==> config.mk <==
export PLATFORM = sky130hd
export DESIGN_NAME = pci_target_flat
export DESIGN_NICKNAME = d
export VERILOG_FILES = /design/src/rtl/pci_pkg.sv /design/src/rtl/pci_target_if.sv /design/src/rtl/pci_target_mem.sv /design/src/rtl/pci_target.sv /design/src/flat_wrapper.sv
export SDC_FILE = /design/constraint.sdc
export NUM_CORES = 1
export LEC_CHECK = 0
export ABC_AREA = 1
export BUFFER_PORTS_ARGS = -buffer_cell sky130_fd_sc_hd__buf_2
export CAP_MARGIN = 10
export CORE_MARGIN = 2
export CORE_UTILIZATION = 30
export CTS_BUF_LIST = sky130_fd_sc_hd__clkbuf_16
export DETAILED_ROUTE_END_ITERATION = 10
export PLACE_DENSITY = 0.53
export SLEW_MARGIN = 0
export SYNTH_ARGS = -nofsm -noshare
export SYNTH_HDL_FRONTEND = slang
export SYNTH_HIERARCHICAL = 1
export SYNTH_SLANG_ARGS = --single-unit
==> constraint.sdc <==
create_clock -name clk -period 5 [get_ports clk]
set_input_delay 0.25 -clock clk [delete_from_list [all_inputs] [get_ports clk]]
set_output_delay 0.25 -clock clk [all_outputs]
set_load 0.02 [all_outputs]
==> src/rtl/pci_pkg.sv <==
// Shared PCI definitions for the target and the initiator device.
// Contents:
//   pci_state_e        target FSM state encoding
//   CMD_READ/CMD_WRITE cbe command encodings sampled with the address
//   PCI_DEPTH_DEFAULT  default number of 32-bit words of target storage
package pci_pkg;

    typedef enum logic [2:0] {
        ST_IDLE    = 3'd0,
        ST_DECODE  = 3'd1,
        ST_TURN    = 3'd2,
        ST_DATA    = 3'd3,
        ST_BACKOFF = 3'd4
    } pci_state_e;

    localparam logic CMD_READ  = 1'b1;
    localparam logic CMD_WRITE = 1'b0;

    localparam int PCI_DEPTH_DEFAULT = 10;

endpackage

==> src/rtl/pci_target_if.sv <==
// Simplified PCI bus bundle between one initiator and the target.
// Signals:
//   frame_n, irdy_n  initiator frame / initiator ready (active-low)
//   cbe              command sampled with the address (1=read, 0=write)
//   ad_in            address/data as sampled by the target
//   ad_out, ad_oe    read data toward the bus and its enable (tri-state external)
//   devsel_n, trdy_n target device select / target ready (active-low)
// Modports: master (initiator side), slave (target side).
//
// Handshake: a data phase completes on a rising edge where both irdy_n=0 and
// trdy_n=0. Either side may hold its ready high to insert wait states; nothing
// moves while either is high. The initiator marks the last phase by driving
// frame_n=1 together with irdy_n=0; frame_n=1 with irdy_n=1 during data is an
// abort.
interface pci_target_if;
    logic        frame_n;
    logic        irdy_n;
    logic        cbe;
    logic [31:0] ad_in;
    logic [31:0] ad_out;
    logic        ad_oe;
    logic        devsel_n;
    logic        trdy_n;

    modport master (
        output frame_n, irdy_n, cbe, ad_in,
        input  ad_out, ad_oe, devsel_n, trdy_n
    );

    modport slave (
        input  frame_n, irdy_n, cbe, ad_in,
        output ad_out, ad_oe, devsel_n, trdy_n
    );
endinterface

==> src/rtl/pci_target_mem.sv <==
// Target word storage: DEPTH x 32, one synchronous write port, one
// combinational read port, synchronous clear of every word.
// Ports:
//   clk    clock
//   clear  synchronous clear, takes priority over a write
//   we     write enable; waddr/wdata write port
//   raddr  read address; rdata combinational read data
module pci_target_mem #(
    parameter int DEPTH = 10,
    parameter int IW    = 4
) (
    input  logic          clk,
    input  logic          clear,
    input  logic          we,
    input  logic [IW-1:0] waddr,
    input  logic [31:0]   wdata,
    input  logic [IW-1:0] raddr,
    output logic [31:0]   rdata
);

    logic [31:0] mem_q [DEPTH];

    always_ff @(posedge clk) begin
        if (clear) begin
            for (int i = 0; i < DEPTH; i++) begin
                mem_q[i] <= '0;
            end
        end else if (we && (int'(waddr) < DEPTH)) begin
            mem_q[waddr] <= wdata;
        end
    end

    // Out-of-range addresses cannot occur from the target, but read as zero
    // rather than indexing past the array.
    assign rdata = (int'(raddr) < DEPTH) ? mem_q[raddr] : '0;

endmodule

==> src/rtl/pci_target.sv <==
// Simplified PCI target with DEPTH words of storage at BASE_ADDR.
// Ports:
//   clk        clock, rising edge
//   reset      synchronous, active-high
//   bus        pci_target_if.slave bundle (frame_n, irdy_n, cbe, ad_in in;
//              ad_out, ad_oe, devsel_n, trdy_n out; all outputs registered)
//   dbg_state  current FSM state
// Configuration:
//   PCI_TARGET_WAIT_EN  when defined, one trdy_n=1 wait cycle precedes every
//                       data phase; undefined gives zero target wait states.
module pci_target
    import pci_pkg::*;
#(
    parameter logic [31:0] BASE_ADDR = 32'h0000_0000,
    parameter int          DEPTH     = PCI_DEPTH_DEFAULT
) (
    input  logic         clk,
    input  logic         reset,
    pci_target_if.slave  bus,
    output pci_state_e   dbg_state
);

    localparam int          IW      = (DEPTH > 1) ? $clog2(DEPTH) : 1;
    localparam logic [31:0] DEPTH_W = 32'(DEPTH);

`ifdef PCI_TARGET_WAIT_EN
    localparam logic TGT_WAIT = 1'b1;
`else
    localparam logic TGT_WAIT = 1'b0;
`endif

    pci_state_e    state_q, state_d;
    logic [31:0]   addr_q, addr_d;
    logic          cmd_q, cmd_d;
    logic [IW-1:0] idx_q, idx_d;
    logic          devsel_n_q, devsel_n_d;
    logic          trdy_n_q, trdy_n_d;
    logic          ad_oe_q, ad_oe_d;
    logic [31:0]   ad_out_q, ad_out_d;

    logic [31:0]   offset;
    logic          hit;
    logic [IW-1:0] idx_inc;
    logic          phase_done;
    logic [IW-1:0] rd_idx;
    logic [31:0]   rd_data;
    logic          mem_we;

    // Offset form of the range check so BASE_ADDR+DEPTH cannot overflow.
    assign offset     = addr_q - BASE_ADDR;
    assign hit        = (addr_q >= BASE_ADDR) && (offset < DEPTH_W);
    assign idx_inc    = (idx_q == IW'(DEPTH - 1)) ? '0 : idx_q + IW'(1);
    assign phase_done = (state_q == ST_DATA) && !bus.irdy_n && !trdy_n_q;

    // In DATA the read port looks one word ahead so ad_out can advance on the
    // completing edge; in TURN it fetches the first word.
    assign rd_idx = (state_q == ST_DATA) ? idx_inc : idx_q;
    assign mem_we = phase_done && (cmd_q == CMD_WRITE);

    pci_target_mem #(
        .DEPTH (DEPTH),
        .IW    (IW)
    ) u_mem (
        .clk   (clk),
        .clear (reset),
        .we    (mem_we),
        .waddr (idx_q),
        .wdata (bus.ad_in),
        .raddr (rd_idx),
        .rdata (rd_data)
    );

    always_comb begin
        state_d    = state_q;
        addr_d     = addr_q;
        cmd_d      = cmd_q;
        idx_d      = idx_q;
        devsel_n_d = devsel_n_q;
        trdy_n_d   = trdy_n_q;
        ad_oe_d    = ad_oe_q;
        ad_out_d   = ad_out_q;

        case (state_q)
            ST_IDLE: begin
                if (!bus.frame_n) begin
                    addr_d  = bus.ad_in;
                    cmd_d   = bus.cbe;
                    state_d = ST_DECODE;
                end
            end
            ST_DECODE: begin
                if (hit) begin
                    idx_d      = offset[IW-1:0];
                    devsel_n_d = 1'b0;
                    if (cmd_q == CMD_WRITE) begin
                        trdy_n_d = TGT_WAIT;
                        state_d  = ST_DATA;
                    end else begin
                        state_d  = ST_TURN;
                    end
                end else begin
                    state_d = ST_IDLE;
                end
            end
            ST_TURN: begin
                ad_oe_d  = 1'b1;
                ad_out_d = rd_data;
                trdy_n_d = TGT_WAIT;
                state_d  = ST_DATA;
            end
            ST_DATA: begin
                if (phase_done) begin
                    idx_d = idx_inc;
                    if (bus.frame_n) begin
                        state_d    = ST_BACKOFF;
                        devsel_n_d = 1'b1;
                        trdy_n_d   = 1'b1;
                        ad_oe_d    = 1'b0;
                        ad_out_d   = '0;
                    end else begin
                        trdy_n_d = TGT_WAIT;
                        if (cmd_q == CMD_READ) begin
                            ad_out_d = rd_data;
                        end
                    end
                end else if (bus.frame_n && bus.irdy_n) begin
                    state_d    = ST_BACKOFF;
                    devsel_n_d = 1'b1;
                    trdy_n_d   = 1'b1;
                    ad_oe_d    = 1'b0;
                    ad_out_d   = '0;
                end else if (trdy_n_q) begin
                    // End of a target wait cycle.
                    trdy_n_d = 1'b0;
                end
            end
            ST_BACKOFF: begin
                // Outputs are already inactive; a new frame here is ignored.
                state_d = ST_IDLE;
            end
            default: begin
                state_d = ST_IDLE;
            end
        endcase
    end

    always_ff @(posedge clk) begin
        if (reset) begin
            state_q    <= ST_IDLE;
            addr_q     <= '0;
            cmd_q      <= CMD_WRITE;
            idx_q      <= '0;
            devsel_n_q <= 1'b1;
            trdy_n_q   <= 1'b1;
            ad_oe_q    <= 1'b0;
            ad_out_q   <= '0;
        end else begin
            state_q    <= state_d;
            addr_q     <= addr_d;
            cmd_q      <= cmd_d;
            idx_q      <= idx_d;
            devsel_n_q <= devsel_n_d;
            trdy_n_q   <= trdy_n_d;
            ad_oe_q    <= ad_oe_d;
            ad_out_q   <= ad_out_d;
        end
    end

    assign bus.devsel_n = devsel_n_q;
    assign bus.trdy_n   = trdy_n_q;
    assign bus.ad_oe    = ad_oe_q;
    assign bus.ad_out   = ad_out_q;
    assign dbg_state    = state_q;

endmodule

==> src/flat_wrapper.sv <==
// flat-port wrapper written by rule: the top's interface ports become plain ports
module pci_target_flat import pci_pkg::*;
#(
    parameter logic [31:0] BASE_ADDR = 32'h0000_0000,
    parameter int          DEPTH     = PCI_DEPTH_DEFAULT
)
  (clk, reset, dbg_state, bus_frame_n, bus_irdy_n, bus_cbe, bus_ad_in, bus_ad_out, bus_ad_oe, bus_devsel_n, bus_trdy_n);
  pci_target_if bus_i ();
  input  logic clk;
  input  logic reset;
  output pci_state_e dbg_state;
  input wire logic [$bits(bus_i.frame_n)-1:0] bus_frame_n;
  input wire logic [$bits(bus_i.irdy_n)-1:0] bus_irdy_n;
  input wire logic [$bits(bus_i.cbe)-1:0] bus_cbe;
  input wire logic [$bits(bus_i.ad_in)-1:0] bus_ad_in;
  output wire logic [$bits(bus_i.ad_out)-1:0] bus_ad_out;
  output wire logic [$bits(bus_i.ad_oe)-1:0] bus_ad_oe;
  output wire logic [$bits(bus_i.devsel_n)-1:0] bus_devsel_n;
  output wire logic [$bits(bus_i.trdy_n)-1:0] bus_trdy_n;
  assign bus_i.frame_n = bus_frame_n;
  assign bus_i.irdy_n = bus_irdy_n;
  assign bus_i.cbe = bus_cbe;
  assign bus_i.ad_in = bus_ad_in;
  assign bus_ad_out = bus_i.ad_out;
  assign bus_ad_oe = bus_i.ad_oe;
  assign bus_devsel_n = bus_i.devsel_n;
  assign bus_trdy_n = bus_i.trdy_n;
  pci_target #(.BASE_ADDR(BASE_ADDR), .DEPTH(DEPTH)) u_core (.clk(clk), .reset(reset), .bus(bus_i), .dbg_state(dbg_state));
endmodule
==> results_dict.tcl <==
set metrics [dict create \
    outcome "complete, no violations" \
    floorplan.die.width_um 250 \
    clk_pin_slew_worst_setup_hold_paths_ns 0.06 \
    maximum_vdd_ir_drop_uv 198 \
    synthesis_warnings 6 \
    postSynthCellCount 2039 \
    cts_setup_buffers 0 \
    placeableCoreArea_um2 60000 \
    cp_slowest_cell "nand3_1" \
    relative_slew_margins 0.364 \
    final_max_slew_viol_count 0 \
    synth-compound-area-share 0.0692 \
    synth_cell_type_count 30 \
    yosysSeqAreaShare 0.614 \
    worstSetupStartpointType "flip-flop" \
    die_area_um2 62300 \
    finalNetCount 2133 \
    layout.cells.non_filler 2910 \
    detail_route.iter0.violations 1141 \
    worst_path_dominant_cell_family "simple AND/OR/NAND/NOR gates" \
    clk_root_buffer_cell "clkbuf_16" \
    ys_dominant_reg_cell "edfxtp_1" \
    post-route-period-util 0.692 \
    synth-adder-area-share 0 \
    cellPowerDensity_nw_per_um2 337 \
    share_of_yosys_cell_area_claimed_by_the_top_area_cell_type 0.531 \
    cp_data_required_time_ns 5.23 \
    worst_clock_skew_ns 0.0138 \
    antenna_violating_nets_post_route 0 \
    number_of_enable_type_register_cells_in_the_synthesized_netlist 320 \
    final_hold_viol_count 0 \
    worst_pin_slew_ns 0.951 \
    place.detailed.hpwl_um 32400 \
    port_buffers 74 \
    synth_xor_area_frac 0.000484 \
    post_synth_and_or_nand_nor_area_fraction 0.238 \
    layout_common_cells "nand2_1, nor2_1, edfxtp_1" \
    synthesis.area_per_instance_um2 8.87 \
    cp.buffers_inverters 1 \
    totalNegativeSetupSlack_ns 0 \
    crit_path_max_fanout 18 \
    fp.dieH_um 250 \
    type_of_destination_of_the_critical_path "flip-flop" \
    wirelength_um 53600 \
    route.detailed.wl_per_inst_um 18.4 \
    boundaryPins 75 \
    cts-htree-levels 2 \
    criticalPathCategory "reg -> reg" \
    final_layout_size_suffix_gt1_frac 0.116 \
    global_route.overflow_total 0 \
    mostFrequentLayoutCell "nand2_1" \
    cts_buffers 45 \
    number_of_antenna_violations_at_the_first_check_in_global_routing 0 \
    synthArstFlopShare 0 \
    hold_path_class "in -> reg" \
    synth_fp_nets 2076 \
    grt_max_degree 161 \
    route.detailed.drc 0 \
    grt_pass1_wl_um 82000 \
    yosys-mux-area-fraction 0 \
    insertion_delay_ns 0.57 \
    synth_seq_cells 395 \
    max-cap-violations 0 \
    fin_util 0.347 \
    maxClockFrequency_ghz 0.289 \
    cts_tree "yes" \
    drt-pass1-iter-count 5 \
    tritoncts_num_sinks 395 \
    finalWorstPathRequiredPeriod_ns 3.46 \
    critPathArrivalTime_ns 3.69 \
    fp-row-count 90 \
    cpPeakStageDelay_ns 0.71 \
    start_util 0.301 \
    unrepaired_setup_endpoints_after_global_routing "false" \
    via_count_of_the_first_global_routing_pass 13400 \
    synth_top_area_cell "edfxtp_1" \
    cells_along_the_critical_path "nand2_4 -> nor2_8 -> nand2_4 -> nor2_1 -> nand3b_1 -> nor2_1 -> nand3_1 -> nand2_1 -> buf_4" \
    flow.area_growth_from_synthesis_pct 15.1 \
    track_usage 0.172 \
    dr_total_vias 13900 \
    yosys-top-cells-area "edfxtp_1, nand2_1, nor2_1" \
    total_leakage_power_nw 8.66 \
    diodes 0 \
    syn-cell-area_um2 18100 \
    synth_top_family_by_area "simple AND/OR/NAND/NOR gates" \
    vias_per_cell 4.77 \
    gp_congestion 0.829 \
    setup_violations 0 \
    timing.hold.ws_ns 0.0180 \
    clockBufferDepth 3 \
    placedCellCount 2818 \
]
==> cells in the mapped netlist (3+ instances only) <==
cell type	count
nand2_1	474
nor2_1	411
edfxtp_1	320
inv_1	240
nand3_1	111
o21ai_0	106
clkbuf_1	78
dfxtp_1	75
a21oi_1	42
o211ai_1	34
o22ai_1	32
or2_2	32
buf_2	25
nand2_2	20
buf_1	14
inv_2	4
nand4_1	3
==> routing by layer <==
layer  part of all wire  track usage
met5                  0            0
met4              0.027       0.0577
met1               0.46        0.243
met3              0.061       0.0232
met2               0.45        0.272
==> logic make-up (layout without fill, tap and decap cells) <==
kind of cell,Yosys count,in the layout
flip-flops,395,395
AND/OR/NAND/NOR,1060,1060
AO/OA/AOI/OAI,220,220
buffers and inverters,363,452
XOR/XNOR,1,1
==> where the power goes <==
group | leakage (nW) | total, mW | internal [mW] | switching, mW
combinational | 4.04 | 0.279 | 0.0850 | 0.194
clock | 0.701 | 3.06 | 1.74 | 1.32
sequential | 3.92 | 3.69 | 3.65 | 0.0337
total | 8.66 | 7.03 | 5.48 | 1.55
==> path summary, 6_finish.rpt <==
kind,start,to,slack (ns),depth (start not counted)
worst max-delay path,u_core/dbg_state[1],u_core/u_mem/mem_q[3][23],1.54,9
worst min-delay path,bus_ad_in[26],u_core/addr_q[26],0.02,3
worst max register to register,u_core/dbg_state[1],u_core/u_mem/mem_q[3][23],1.54,9
worst min register to register,u_core/addr_q[8],u_core/addr_q[8],0.44,2
==> final cells by class <==
| class | instances | area (um^2) |
|---|---|---|
| sequential | 395 | 11100 |
| inverter | 244 | 918 |
| fill | 6169 | 39200 |
| timing repair buffer | 129 | 866 |
| clock buffer | 47 | 1180 |
| clock inverter | 32 | 160 |
| multi-input combinational | 1281 | 5610 |
| tap | 782 | 978 |
==> sequential cells by signal (all words and copies together), names as in the netlist <==
register / flops
u_core/idx_q: 4
u_core/addr_q: 32
u_core/u_mem/mem_q: 320
u_core/bus.ad_out: 32
u_core/bus.devsel_n: 1
u_core/bus.trdy_n: 1
u_core/bus.ad_oe: 1
u_core/dbg_state: 3
u_core/cmd_q: 1
==> metrics by stage <==
stage / setup WS (ns) / total power [mW] / area [um^2]
6_report: 1.54 / 7.03 / 20800
5_1_grt: 1.30 / 7.27 / 20800
4_1_cts: 1.60 / 7.11 / 20800
3_5_place_dp: 1.63 / 4.03 / 19400
3_3_place_gp: 1.80 / 4.03 / 19400
2_1_floorplan: 1.96 / 3.91 / 18100
==> worst min-delay path: stages <==
cell and delay (ns):
buf_2 0.10, o21ai_0 0.09, a21oi_1 0.11
==> repair_timing <==
action,in CTS,in global routing
hold buffers,13,0
gates resized for setup,0,0
endpoints found under the hold margin,13,0
(Power assumes the default switching activity.)
